==> src/rtl/hex_pkg.sv <==
// rtl/hex_pkg.sv - shared types and constants for the hex boot-load controller
package hex_pkg;

  // Error codes shared with the Intel-HEX parser.
  typedef enum logic [2:0] {
    ERR_OK                    = 3'd0,
    ERR_DATA_INVALID          = 3'd1,
    ERR_DATA_OUT_OF_ORDER     = 3'd2,
    ERR_DATA_TYPE_UNSUPPORTED = 3'd3,
    ERR_CRC_MISMATCH          = 3'd4,
    ERR_TIMEOUT               = 3'd5,
    ERR_RX_OVERFLOW           = 3'd6
  } hex_err_e;

  typedef enum logic [2:0] {
    ST_IDLE,
    ST_FLUSH,
    ST_LOAD,
    ST_DRAIN,
    ST_DONE,
    ST_ERROR
  } load_state_e;

  // Byte that drops the parser back to idle from any mid-line state.
  localparam logic [7:0] FLUSH_BYTE = 8'h00;

  // FLUSH lasts three cycles: index of the final one.
  localparam logic [1:0] FLUSH_LAST = 2'd2;

  function automatic logic [15:0] sat_inc16(input logic [15:0] v);
    return (v == 16'hFFFF) ? v : v + 16'd1;
  endfunction

endpackage

==> src/rtl/byte_fifo.sv <==
// rtl/byte_fifo.sv - byte FIFO with registered flags and same-cycle push/pop
module byte_fifo #(
  parameter int DEPTH = 16
) (
  input  logic       clk,
  input  logic       rst_n,
  input  logic       clear,
  input  logic       push,
  input  logic [7:0] push_data,
  input  logic       pop,
  output logic [7:0] pop_data,
  output logic       full,
  output logic       empty
);

  localparam int AW = $clog2(DEPTH);
  localparam int CW = AW + 1;

  logic [AW-1:0] wr_ptr_q, wr_ptr_d;
  logic [AW-1:0] rd_ptr_q, rd_ptr_d;
  logic [CW-1:0] cnt_q, cnt_d;
  logic          full_q, full_d;
  logic          empty_q, empty_d;
  logic [7:0]    mem_q [DEPTH];
  logic          do_push;
  logic          do_pop;

  // A push into a full FIFO is accepted only when a pop frees a slot in the same cycle.
  always_comb begin
    do_pop   = pop && !empty_q;
    do_push  = push && (!full_q || do_pop);
    wr_ptr_d = wr_ptr_q;
    rd_ptr_d = rd_ptr_q;
    cnt_d    = cnt_q;
    if (clear) begin
      wr_ptr_d = '0;
      rd_ptr_d = '0;
      cnt_d    = '0;
    end else begin
      if (do_push) wr_ptr_d = wr_ptr_q + AW'(1);
      if (do_pop)  rd_ptr_d = rd_ptr_q + AW'(1);
      if (do_push && !do_pop)      cnt_d = cnt_q + CW'(1);
      else if (do_pop && !do_push) cnt_d = cnt_q - CW'(1);
    end
    full_d  = (cnt_d == CW'(DEPTH));
    empty_d = (cnt_d == '0);
  end

  // Pointer, occupancy and flag registers.
  always_ff @(posedge clk) begin
    if (!rst_n) begin
      wr_ptr_q <= '0;
      rd_ptr_q <= '0;
      cnt_q    <= '0;
      full_q   <= 1'b0;
      empty_q  <= 1'b1;
    end else begin
      wr_ptr_q <= wr_ptr_d;
      rd_ptr_q <= rd_ptr_d;
      cnt_q    <= cnt_d;
      full_q   <= full_d;
      empty_q  <= empty_d;
    end
  end

  // Storage array; contents are meaningless until written, so no reset.
  always_ff @(posedge clk) begin
    if (do_push && !clear) mem_q[wr_ptr_q] <= push_data;
  end

  assign pop_data = mem_q[rd_ptr_q];
  assign full     = full_q;
  assign empty    = empty_q;

endmodule

==> src/rtl/hex_load_ctrl.sv <==
// rtl/hex_load_ctrl.sv - boot-load sequencer between UART, hex parser and program memory
module hex_load_ctrl
  import hex_pkg::*;
#(
  parameter int          FIFO_DEPTH     = 16,
  parameter logic [23:0] TIMEOUT_CYCLES = 24'd12_000_000,
  parameter int          ADDR_W         = 16
) (
  input  logic              i_clk,
  input  logic              i_rst_n,
  input  logic              i_start,
  input  logic              i_rx_valid,
  input  logic [7:0]        i_rx_data,
  output logic              o_hex_en,
  output logic [7:0]        o_hex_data,
  input  logic [15:0]       i_hex_addr,
  input  logic [7:0]        i_hex_data,
  input  logic              i_hex_valid,
  input  logic [2:0]        i_hex_error,
  input  logic              i_hex_complete,
  input  logic              i_cpu_we,
  input  logic [ADDR_W-1:0] i_cpu_addr,
  input  logic [7:0]        i_cpu_wdata,
  input  logic              i_mem_ready,
  output logic              o_mem_we,
  output logic [ADDR_W-1:0] o_mem_addr,
  output logic [7:0]        o_mem_wdata,
  output logic              o_cpu_rst_n,
  output logic              o_busy,
  output logic              o_done,
  output logic [2:0]        o_error_code,
  output logic [15:0]       o_bytes_written
);

  load_state_e       state_q, state_d;
  logic [1:0]        flush_cnt_q, flush_cnt_d;
  logic              hex_en_q, hex_en_d;
  logic [7:0]        hex_data_q, hex_data_d;
  logic              wbuf_full_q, wbuf_full_d;
  logic [ADDR_W-1:0] wbuf_addr_q, wbuf_addr_d;
  logic [7:0]        wbuf_data_q, wbuf_data_d;
  logic              done_q, done_d;
  logic [2:0]        err_q, err_d;
  logic [15:0]       bytes_q, bytes_d;
  logic [23:0]       tmo_q, tmo_d;
  logic              busy_q, busy_d;
  logic              cpu_rst_n_q, cpu_rst_n_d;

  logic              fifo_push;
  logic              fifo_pop;
  logic              fifo_clear;
  logic [7:0]        fifo_dout;
  logic              fifo_full;
  logic              fifo_empty;
  logic              mem_fire;

  byte_fifo #(.DEPTH(FIFO_DEPTH)) u_rx_fifo (
    .clk       (i_clk),
    .rst_n     (i_rst_n),
    .clear     (fifo_clear),
    .push      (fifo_push),
    .push_data (i_rx_data),
    .pop       (fifo_pop),
    .pop_data  (fifo_dout),
    .full      (fifo_full),
    .empty     (fifo_empty)
  );

  // Next-state, parser pacing, write buffer and status bookkeeping.
  always_comb begin
    state_d     = state_q;
    flush_cnt_d = flush_cnt_q;
    hex_en_d    = 1'b0;
    hex_data_d  = hex_data_q;
    wbuf_full_d = wbuf_full_q;
    wbuf_addr_d = wbuf_addr_q;
    wbuf_data_d = wbuf_data_q;
    done_d      = done_q;
    err_d       = err_q;
    bytes_d     = bytes_q;
    tmo_d       = tmo_q;
    fifo_push   = 1'b0;
    fifo_pop    = 1'b0;
    fifo_clear  = 1'b0;

    mem_fire = (state_q == ST_LOAD || state_q == ST_DRAIN) && wbuf_full_q && i_mem_ready;
    if (mem_fire) begin
      wbuf_full_d = 1'b0;
      bytes_d     = sat_inc16(bytes_q);
    end

    case (state_q)
      ST_IDLE, ST_DONE, ST_ERROR: begin
        if (i_start) begin
          state_d     = ST_FLUSH;
          flush_cnt_d = 2'd0;
          hex_en_d    = 1'b1;
          hex_data_d  = FLUSH_BYTE;
          done_d      = 1'b0;
          err_d       = ERR_OK;
          bytes_d     = 16'd0;
          wbuf_full_d = 1'b0;
        end
      end
      ST_FLUSH: begin
        // Parser errors raised while it digests the flush byte are not captured here.
        fifo_clear = 1'b1;
        tmo_d      = 24'd0;
        if (flush_cnt_q == FLUSH_LAST) state_d = ST_LOAD;
        else                           flush_cnt_d = flush_cnt_q + 2'd1;
      end
      ST_LOAD: begin
        // Feed only when the parser is known to be consuming: never back-to-back,
        // never while a parsed byte is arriving or waiting to be written.
        fifo_push = i_rx_valid;
        fifo_pop  = !fifo_empty && !hex_en_q && !wbuf_full_q && !i_hex_valid;
        if (fifo_pop) begin
          hex_en_d   = 1'b1;
          hex_data_d = fifo_dout;
        end
        if (i_hex_valid) begin
          wbuf_full_d = 1'b1;
          wbuf_addr_d = ADDR_W'(i_hex_addr);
          wbuf_data_d = i_hex_data;
        end
        tmo_d = i_rx_valid ? 24'd0 : tmo_q + 24'd1;
        if (i_hex_error != ERR_OK) begin
          state_d = ST_ERROR;
          err_d   = i_hex_error;
        end else if (i_rx_valid && fifo_full && !fifo_pop) begin
          state_d = ST_ERROR;
          err_d   = ERR_RX_OVERFLOW;
        end else if (!i_rx_valid && tmo_q == TIMEOUT_CYCLES - 24'd1) begin
          state_d = ST_ERROR;
          err_d   = ERR_TIMEOUT;
        end else if (i_hex_complete) begin
          state_d = ST_DRAIN;
        end
      end
      ST_DRAIN: begin
        if (!wbuf_full_q) begin
          state_d = ST_DONE;
          done_d  = 1'b1;
        end
      end
      default: state_d = ST_IDLE;
    endcase

    busy_d      = (state_d == ST_FLUSH) || (state_d == ST_LOAD) || (state_d == ST_DRAIN);
    cpu_rst_n_d = !(busy_d || state_d == ST_ERROR);
  end

  // Memory port: CPU passthrough when it runs, write buffer while loading, blocked otherwise.
  always_comb begin
    o_mem_we    = 1'b0;
    o_mem_addr  = wbuf_addr_q;
    o_mem_wdata = wbuf_data_q;
    case (state_q)
      ST_IDLE, ST_DONE: begin
        o_mem_we    = i_cpu_we;
        o_mem_addr  = i_cpu_addr;
        o_mem_wdata = i_cpu_wdata;
      end
      ST_LOAD, ST_DRAIN: o_mem_we = wbuf_full_q;
      default:           o_mem_we = 1'b0;
    endcase
  end

  // Controller state registers.
  always_ff @(posedge i_clk) begin
    if (!i_rst_n) begin
      state_q     <= ST_IDLE;
      flush_cnt_q <= 2'd0;
      hex_en_q    <= 1'b0;
      hex_data_q  <= 8'h00;
      wbuf_full_q <= 1'b0;
      wbuf_addr_q <= '0;
      wbuf_data_q <= 8'h00;
      done_q      <= 1'b0;
      err_q       <= 3'd0;
      bytes_q     <= 16'd0;
      tmo_q       <= 24'd0;
      busy_q      <= 1'b0;
      cpu_rst_n_q <= 1'b1;
    end else begin
      state_q     <= state_d;
      flush_cnt_q <= flush_cnt_d;
      hex_en_q    <= hex_en_d;
      hex_data_q  <= hex_data_d;
      wbuf_full_q <= wbuf_full_d;
      wbuf_addr_q <= wbuf_addr_d;
      wbuf_data_q <= wbuf_data_d;
      done_q      <= done_d;
      err_q       <= err_d;
      bytes_q     <= bytes_d;
      tmo_q       <= tmo_d;
      busy_q      <= busy_d;
      cpu_rst_n_q <= cpu_rst_n_d;
    end
  end

  assign o_hex_en        = hex_en_q;
  assign o_hex_data      = hex_data_q;
  assign o_cpu_rst_n     = cpu_rst_n_q;
  assign o_busy          = busy_q;
  assign o_done          = done_q;
  assign o_error_code    = err_q;
  assign o_bytes_written = bytes_q;

endmodule
==> config.mk <==
export PLATFORM = sky130hd
export DESIGN_NAME = hex_load_ctrl
export DESIGN_NICKNAME = d
export VERILOG_FILES = /design/src/rtl/hex_pkg.sv /design/src/rtl/byte_fifo.sv /design/src/rtl/hex_load_ctrl.sv
export SDC_FILE = /design/constraint.sdc
export NUM_CORES = 1
export LEC_CHECK = 0
export CAP_MARGIN = 40
export CORE_UTILIZATION = 55
export DETAILED_ROUTE_END_ITERATION = 8
export GPL_ROUTABILITY_DRIVEN = 1
export HOLD_SLACK_MARGIN = 0.05
export PLACE_DENSITY = 0.76
export SYNTH_ARGS = -nofsm -noshare
export SYNTH_HDL_FRONTEND = slang
export SYNTH_HIERARCHICAL = 1
export SYNTH_SLANG_ARGS = --single-unit
==> constraint.sdc <==
create_clock -name i_clk -period 3.7 [get_ports i_clk]
set_clock_uncertainty 0.15 [all_clocks]
set_input_delay 0.555 -clock i_clk [delete_from_list [all_inputs] [get_ports i_clk]]
set_output_delay 0.555 -clock i_clk [all_outputs]
set_load 0.02 [all_outputs]
After elaboration in Yosys (flattened, before gate mapping):

Memories as Yosys holds them, arrays and structs flattened. A register that Yosys moved wholly into a read port is not among the register bits.
Index checks and enable logic that the tools add are counted.

* divide/modulo/power cells: 0
* multiplexer cells: 48
* $lt $le $gt $ge: 0
* multipliers: 0
* add/sub/neg operators: 7
* reduce and logical (&&, ||, !) cells: 45
* bitwise logic cells: 1
* shifts and indexed selects: 0
* equal/unequal tests: 18

Operator list (number)
* $mux 16: 5
* $pmux 24 s2: 1
* $mux 3: 11
* $add 24x1->24 const B: 1
* $eq 24x24->1 const B: 1
* $mux 24: 1
* $mux 8: 3
* $add 16x1->16 const B: 1
* $eq 16x16->1 const B: 1
* $pmux 8 s2: 1
* $mux 5: 3
* $logic_and 1x1->1: 13
* $eq 3x2->1 const B: 4
* $mux 1: 12
* $pmux 3 s4: 1
* $reduce_and 3->1: 4
* $logic_not 1->1: 11
* $eq 3x3->1 const B: 3
* $add 4x1->4 const B: 2
* $mux 4: 2
* $pmux 1 s2: 4
* $reduce_bool 2->1: 4
* $eq 3x1->1 const B: 2
* $ne 2x2->1 const B: 3
* other kinds (18): 25

* register bits after elaboration: 100
* latch bits: 0
* bits in read-only memories: 0
* bits in writable memories: 128
* logic and storage cells: 138
* memories kept: 1
* input bits: 67

Memory list
* u_rx_fifo.mem_q: depth 16, bits a word 8, read ports 1, clocked after memory_dff 1, wr ports 1, line byte_fifo.sv:24 `logic [7:0] mem_q [DEPTH];`

Logic depth before layout (Yosys ltp):

Gate-level depths: netlist of run 1.

* depth after elaboration: 14
* gate-level depth with buffers: 12

Cells and area by module:

Netlist of run 1, hierarchy kept.

Modules (own cells, without submodules)
* byte_fifo: instances 1, area each 5886.9 µm², cells an instance 298
* hex_load_ctrl: instances 1, area each 4177.8 µm², cells an instance 526

Worst setup path after synthesis of run 1:

Ideal clock, no wire load.

* path kind: input-to-reg
* from: in i_hex_valid
* to: mem u_rx_fifo.mem_q[11][0] (enable)
* required time: 3.180 ns
* data arrival time: 2.668 ns
* slack: 0.512 ns
* path buffers: 1
* stages on the path: 8
* path through: or4_1 > or2_2 > buf_2 > inv_2 > nand2b_1 > a21boi_2 > nand2_1 > nor2_1

* cells in the longest elaborated chain, start to end: 9

Ends and longest elaborated chain
* start: declaration: line hex_load_ctrl.sv:18 `input logic i_hex_valid,`
* $logic_not 1->1: line hex_load_ctrl.sv:116 `fifo_pop = !fifo_empty && !hex_en_q && !wbuf_full_q && !i_hex_valid;`
* $logic_and 1x1->1: line hex_load_ctrl.sv:116
* $mux 1: line hex_load_ctrl.sv:92 `case (state_q)`
* net fifo_pop: line hex_load_ctrl.sv:50 `logic fifo_pop;`
* $logic_and 1x1->1: line byte_fifo.sv:30 `do_pop = pop && !empty_q;`
* $logic_or 1x1->1: line byte_fifo.sv:31 `do_push = push && (!full_q || do_pop);`
* $logic_and 1x1->1: line byte_fifo.sv:31
* $logic_and 1x1->1: line byte_fifo.sv:68 `if (do_push && !clear) mem_q[wr_ptr_q] <= push_data;`
* $mux 1: line byte_fifo.sv:68
* $mux 1 (not written as such): line byte_fifo.sv:68
* end: declaration: line byte_fifo.sv:24

The timed path passes the listed nets, and every way through them passes these cells.

Final worst setup path of run 1:

* from: reg state_q[1]
* to: out o_mem_addr[8]

* cells in the longest elaborated chain, start to end: 3
* elaborated cells on any way between the ends: 4

Ends and longest elaborated chain
* start: declaration: line hex_load_ctrl.sv:35 `load_state_e state_q, state_d;`
* start signal: assignment: line hex_load_ctrl.sv:186 `state_q <= state_d;`
* $eq 3x3->1 or $logic_not 3->1 (tied branches): line hex_load_ctrl.sv:158 `case (state_q)`
* $reduce_or 2->1 *: line hex_load_ctrl.sv:158
* $mux 16 *: line hex_load_ctrl.sv:158
* end: declaration: line hex_load_ctrl.sv:26 `output logic [ADDR_W-1:0] o_mem_addr,`

Every way passes the cells marked *; elsewhere a longest branch is shown, timed or not.

==> out/summary.txt, run 1 <==
sequential fraction of the synthesis area: 58.9%
layout overhead on the synthesized area: 23.7%
Rel. slew slack: 40.9%
synth warn: 6
Max H-tree Level: 1
number of max-cap violations: 0
core area: 18,000 sq um
CP endpoint kind: primary output
Total GRT Usage: 26.1%
Comb pwr share: 5.0%
cts hold-fix bufs: 0
Power Density: 440 nW/um^2
adder-cell share of the synthesized area: 1.24%
clk_lat worst skew: 520 ps
fin. max-slew vios: 0
r2r setup slk: 600 ps
NetSw: 1110 uW
top_reg_cell synth: edfxtp_1
total grt overflow: 0
Worst EP required: 2990 ps
DR vias/cell: 5.92
vias: 7,141
CTS tree: done
largest vdd supply drop: 0.495 mV
GP Congestion: 0.797
hold path start: wbuf_data_q[0]
fin crit share: 83.9%
Max Clock Freq: 322 MHz
combinational family with the most area after synthesis: simple AND/OR/NAND/NOR gates
Avg Inst Size Synth: 12.2 sq um
Root Driver: clkbuf_16
number of flops mapped to enable cells by yosys: 128
Netlist cell types: 63
clock sinks: 232
setup TNS: 0 ps
top-area cell type share of the netlist area: 38.2%
vias in the first global route: 6,769
final wirelength: 24,100 microns
Tmin final: 3100 ps
initial antenna violation count: 0
die area: 18,800 sq um
Critical Path Most Common Cell: buf_4
simple-gate area share of the yosys netlist: 13.9%
FFs w/ async S/R, synth: 0%
Leak: 0.00417 uW
Switching Share: 20.2%
Final HPWL DP: 16,000 microns
XOR/XNOR share of the synthesized area: 1.74%
Place WS: 166 ps
largest fanout on the critical path: 26
DR DRC count: 0
nets: 1,038
RSZ-0062 raised after global routing: false
Worst-Margin Slew: 880 ps
port buffer count: 122
Avg WL per Cell: 20.0 microns
cts bufs inserted: 24
Compound-Gate Fraction of Synth Area: 8.50%
CP Cell Sequence: buf_4 > nor2_2 > buf_4 > mux2_2 > clkdlybuf4s50_1
Final WS setup: 597 ps
status: finished clean
CP startpoint kind: flip-flop
Syn Inst Count: 824
R2R Path Start: state_q[0]
pin count of the biggest net entering global routing: 35
Setup-failing EPs final: 0
WS Path Type: reg2out
Net Count, Synth: 901
slowest cell delay on critical path: 550 ps
Hold Path Cell Cnt: 2
part of the power in registers: 49.8%
leading area contributor after synthesis: edfxtp_1
postcts setup bufs: 0
CTS resizes: 0
Clock transition at path regs: 60 ps
DRT Pass-1 Iters: 5
Netlist Area Pre-Place: 10,100 sq um
cell row count: 49
top post-synthesis cells by count: edfxtp_1, dfxtp_1, nand2_1
Worst Hold Class: reg2reg
width of the die: 137 microns
ANT nets after route: 0
Die Ht: 137 microns
layout cells sized above 1: 12.1%
Starting Density: 56.0%
P_int: 4370 uW
count leader, synth: edfxtp_1
Iter 0 DRT Violations: 604
multiplexer area fraction after synthesis: 12.9%
Area contributors post-synth: edfxtp_1, dfxtp_1, mux4_1
flops & latches, synth: 232
IO Count: 123
number of inserted diodes: 0
WP data arrival: 2400 ps
Slowest-stage cell, CP: clkdlybuf4s50_1
count of final hold-check violations: 0
FF-to-FF End: u_rx_fifo/mem_q[7][7]
Bufs on Longest Clock Path: 3
Reg2Reg Depth: 8
first-pass GRT wire length: 36,700 microns
fill count: 1,281
clock power share: 45.2%
Hold Path Sink: wbuf_data_q[0]
## logic make-up (layout without fill, tap and decap cells)
kind of cell	after synthesis	in the layout
buffers and inverters	60	213
AOI/OAI and AO/OA	145	145
DFF	232	232
muxes	66	66
adders and majority gates	10	10
xor gates and xnor gates	20	20
and+or+nand+nor	291	291
## metrics by stage
stage	cells	area, sq um	power, uW	utilization (%)	hold WS (ps)
3_3_place_gp	1161	11600	3050	64.5	291
6_report	1206	12400	5480	69.3	304
4_1_cts	1206	12400	5520	69.3	305
2_1_floorplan	824	10100	2890	-	275
3_5_place_dp	1164	11600	3060	64.8	297
5_1_grt	1206	12400	5630	69.3	326
## metal layers
metal	up-vias	track usage, %	part of all wire [%]	routed length, microns
met1	3437	33.5	41	9840
met4	0	8.36	2.8	679
met2	291	44.9	49	11900
met5	-	0	0	0
li1	3367	-	-	-
met3	46	4.67	7.1	1700
## state kept, by name, indices dropped and copies added (netlist names), 2 cells and up, named ones only
| signal | count |
|---|---|
| flush_cnt_q | 2 |
| o_bytes_written | 16 |
| o_error_code | 3 |
| o_hex_data | 8 |
| state_q | 3 |
| tmo_q | 24 |
| u_rx_fifo/cnt_q | 5 |
| u_rx_fifo/mem_q | 128 |
| u_rx_fifo/rd_ptr_q | 4 |
| u_rx_fifo/wr_ptr_q | 4 |
| wbuf_addr_q | 16 |
| wbuf_data_q | 8 |
## worst max path at each step
stage | slack [ps] | cells after the start | end | startpoint
2_1_floorplan | 510 | 8 | u_rx_fifo/mem_q[11][0] | i_hex_valid
3_3_place_gp | 200 | 9 | u_rx_fifo/mem_q[15][1] | i_hex_valid
5_1_grt | 450 | 8 | u_rx_fifo/mem_q[7][7] | state_q[0]
3_5_place_dp | 170 | 9 | u_rx_fifo/mem_q[11][0] | i_hex_valid
6_report | 600 | 5 | o_mem_addr[8] | state_q[1]
4_1_cts | 560 | 5 | o_mem_addr[8] | state_q[1]
## worst max-delay path: cells and delay by family (launching register included)
kind | cells | cell delay [ps]
flops | 1 | 300
buf+inv | 3 | 1080
simple gates | 1 | 110
mux | 1 | 380
## layout make-up
type / instances / area, sq um / share of cell area [%]
sequential: 232 / 5930 / 47.6
clock inverter: 11 / 168 / 1.35
clock buffer: 31 / 647 / 5.20
inverter: 13 / 48.8 / 0.392
multi-input combinational: 532 / 3860 / 31.0
timing repair buffer: 158 / 1510 / 12.2
tap: 229 / 287 / 2.30
## power by group through the flow
stage / logic (uW) / clock network (uW) / registers [uW]
floorplan: 111 / 0 / 2780
global placement: 274 / 0 / 2780
detailed placement: 275 / 0 / 2780
CTS: 278 / 2510 / 2730
global route: 298 / 2600 / 2730
finish: 276 / 2470 / 2730
## placed cells by master (no fill, tap or decap), drive strengths merged, types with 8 or more instances in the layout
master	instances
mux4	40
dfxtp	104
clkbuf	31
nand2	94
nor3	13
nand3	35
clkdlybuf4s50	122
ha	10
inv	13
a31oi	10
or3	9
edfxtp	128
mux2	24
nor2	72
a21oi	64
and2	8
buf	36
xor2	9
xnor2	11
nand4	11
o21ai	36
Power figures use the tool's default switching activity.
==> inputs of run 2 (changes only) <==
--- a/config.mk
+++ b/config.mk
@@ -6,11 +6,11 @@
 export NUM_CORES = 1
 export LEC_CHECK = 0
 export CAP_MARGIN = 40
-export CORE_UTILIZATION = 55
+export CORE_UTILIZATION = 50
 export DETAILED_ROUTE_END_ITERATION = 8
 export GPL_ROUTABILITY_DRIVEN = 1
 export HOLD_SLACK_MARGIN = 0.05
-export PLACE_DENSITY = 0.76
+export PLACE_DENSITY = 0.73
 export SYNTH_ARGS = -nofsm -noshare
 export SYNTH_HDL_FRONTEND = slang
 export SYNTH_HIERARCHICAL = 1
==> constraint.sdc (replaced) <==
create_clock -name i_clk -period 2.8 [get_ports i_clk]
set_clock_uncertainty 0.15 [all_clocks]
set_input_delay 0.42 -clock i_clk [delete_from_list [all_inputs] [get_ports i_clk]]
set_output_delay 0.42 -clock i_clk [all_outputs]
set_load 0.02 [all_outputs]
==> out/summary.txt, run 2 (synthesis results as in run 1) <==
biggest regs: u_rx_fifo/mem_q: 128 flops, tmo_q: 24 flops
CP startpoint kind: flip-flop
Top reg by flops: u_rx_fifo/mem_q
Switching Share: 20.3% (+0.074 points)
RSZ-0062 raised after global routing: false
Final HPWL DP: 16,500 microns (+2.6%)
WS Path Type: reg2out
Tmin final: 2690 ps
Worst-Margin Slew: 875 ps (-4.97 ps)
Comb pwr share: 4.6% (-0.4 points)
commonest non-fill, non-tap cell in the layout: edfxtp_1
CP endpoint: o_mem_addr[7]
Starting Density: 51.4% (-4.7 points)
ANT nets after route: 0 (unchanged)
Iter 0 DRT Violations: 568 (-6.0%)
vias: 7,139 (-0.028%)
clock sinks: 232 (unchanged)
fill count: 1,462 (+14%)
max FFs per register: 128 (unchanged)
DR vias/cell: 5.75 (-2.9%)
number of inserted diodes: 0 (unchanged)
DR DRC count: 0 (unchanged)
FF+latch area: 5930 sq um (about the same)
critical path launch point: state_q[1]
layout cells sized above 1: 14.7% (+2.7 points)
Place WS: -249 ps (-415 ps)
largest fanout on the critical path: 25 (-3.8%)
Final WS setup: 109 ps (-488 ps)
GP Congestion: 0.836 (+4.9%)
cts bufs inserted: 25 (+4.2%)
part of the power in registers: 45.9% (-3.9 points)
initial antenna violation count: 3 (+3)
number of max-cap violations: 0 (unchanged)
cell row count: 51 (+4.1%)
clock power share: 49.5% (+4.3 points)
r2r setup slk: 280 ps (-320 ps)
nets: 1,035 (-0.29%)
Leak: 0.00436 uW (+4.6%)
pin count of the biggest net entering global routing: 45 (+29%)
vias in the first global route: 6,843 (+1.1%)
fin. max-slew vios: 0 (unchanged)
core area: 19,600 sq um (+9.1%)
DRT Pass-1 Iters: 6 (+1)
Die Ht: 144 microns (+4.8%)
cts hold-fix bufs: 0 (unchanged)
Setup-failing EPs final: 0 (unchanged)
postcts setup bufs: 0 (unchanged)
Clock transition at path regs: 60 ps (about the same)
Reg2Reg Depth: 9 (+1)
Bufs on Longest Clock Path: 3 (unchanged)
die area: 20,700 sq um (+9.8%)
largest vdd supply drop: 0.440 mV (-11%)
CP endpoint kind: primary output
fin util: 65.3% (-4.0 points)
port buffer count: 122 (unchanged)
Root Driver: clkbuf_16
final wirelength: 24,500 microns (+1.5%)
R2R Path Start: state_q[0]
FF-to-FF End: u_rx_fifo/empty
Power Density: 613 nW/um^2 (+39%)
width of the die: 144 microns (+4.8%)
layout overhead on the synthesized area: 27.1%
Worst Hold Class: in2reg
Max H-tree Level: 1 (unchanged)
total grt overflow: 0 (unchanged)
first-pass GRT wire length: 37,100 microns (+1.1%)
Total GRT Usage: 24.1% (-2.0 points)
count of final hold-check violations: 0 (unchanged)
Worst EP required: 2230 ps (-760 ps)
P_int: 6250 uW (+43%)
commonest non-fill, non-tap cells in the layout: edfxtp_1, dfxtp_1, clkdlybuf4s50_1
fin crit share: 96.1%
Rel. slew slack: 41.5% (+0.60 points)
CTS tree: done
status: finished clean
Max Clock Freq: 372 MHz
IO Count: 123 (unchanged)
area of the multi-input gates: 4030 sq um (+4.5%)
clk_lat worst skew: 540 ps (+20 ps)
NetSw: 1590 uW (+44%)
Avg WL per Cell: 19.7 microns (-1.4%)
WP data arrival: 2120 ps (-280 ps)
==> run 2: area by class of cell <==
| class | instances | area share [%] |
|---|---|---|
| clock buffer | 25 | 4.89 |
| multi-input combinational | 532 | 31.5 |
| clock inverter | 21 | 2.86 |
| sequential | 232 | 46.3 |
| inverter | 13 | 0.382 |
| timing repair buffer | 154 | 11.4 |
| tap | 265 | 2.59 |
==> run 2: power groups by stage <==
stage	sequential (uW)	clock [uW]	combinational (uW)
after detailed placement	3670	0	381
after floorplan	3670	0	149
after global placement	3670	0	379
final	3600	3880	362
after CTS	3600	3930	364
after global routing	3600	4060	387
==> run 2: how the worst min path moves through the flow <==
stage                    from        endpoint  cells after the start
6_report        i_hex_data[4]  wbuf_data_q[4]                      3
5_1_grt         i_hex_data[4]  wbuf_data_q[4]                      3
4_1_cts         i_hex_data[4]  wbuf_data_q[4]                      3
3_5_place_dp   wbuf_data_q[1]  wbuf_data_q[1]                      2
3_3_place_gp   wbuf_addr_q[8]  wbuf_addr_q[8]                      2
2_1_floorplan       tmo_q[23]       tmo_q[23]                      1
==> run 2: metal layers <==
metal  part of all wire (%)  up-vias  global-route usage (%)
met5                   0.15        -                       0
met4                    2.1        6                    6.61
met3                    7.2       44                    4.87
met1                     41     3467                    30.5
li1                       -     3374                       -
met2                     49      248                    41.8
==> run 2: stage by stage <==
step           TNS [ps]  hold WS [ps]  cells  total power (uW)  instance area [sq um]
4_1_cts               0           265   1242              7890                  12800
6_report              0           272   1242              7840                  12800
3_3_place_gp     -28660           290   1196              4050                  11800
5_1_grt               0           284   1242              8050                  12800
2_1_floorplan         0           275    824              3820                  10200
3_5_place_dp     -31310           296   1196              4050                  11800
==> run 2: timing repair <==
action,CTS,global route
gates resized for setup,25,3
endpoints found under the setup margin,25,2
hold endpoints to repair,0,0
==> run 2: critical path, cell delays in order, from the launching register on <==
cell and delay (ps):
dfxtp_1 300, buf_4 190, nor2_2 180, buf_12 200
mux2_2 360, dlygate4sd2_1 330
==> inputs of run 3 (changes only) <==
--- a/config.mk
+++ b/config.mk
@@ -11,6 +11,7 @@
 export GPL_ROUTABILITY_DRIVEN = 1
 export HOLD_SLACK_MARGIN = 0.05
 export PLACE_DENSITY = 0.73
+export SLEW_MARGIN = 25
 export SYNTH_ARGS = -nofsm -noshare
 export SYNTH_HDL_FRONTEND = slang
 export SYNTH_HIERARCHICAL = 1
==> results of run 3 <==
Final layout, timing and power as in run 2 (identical DEF).
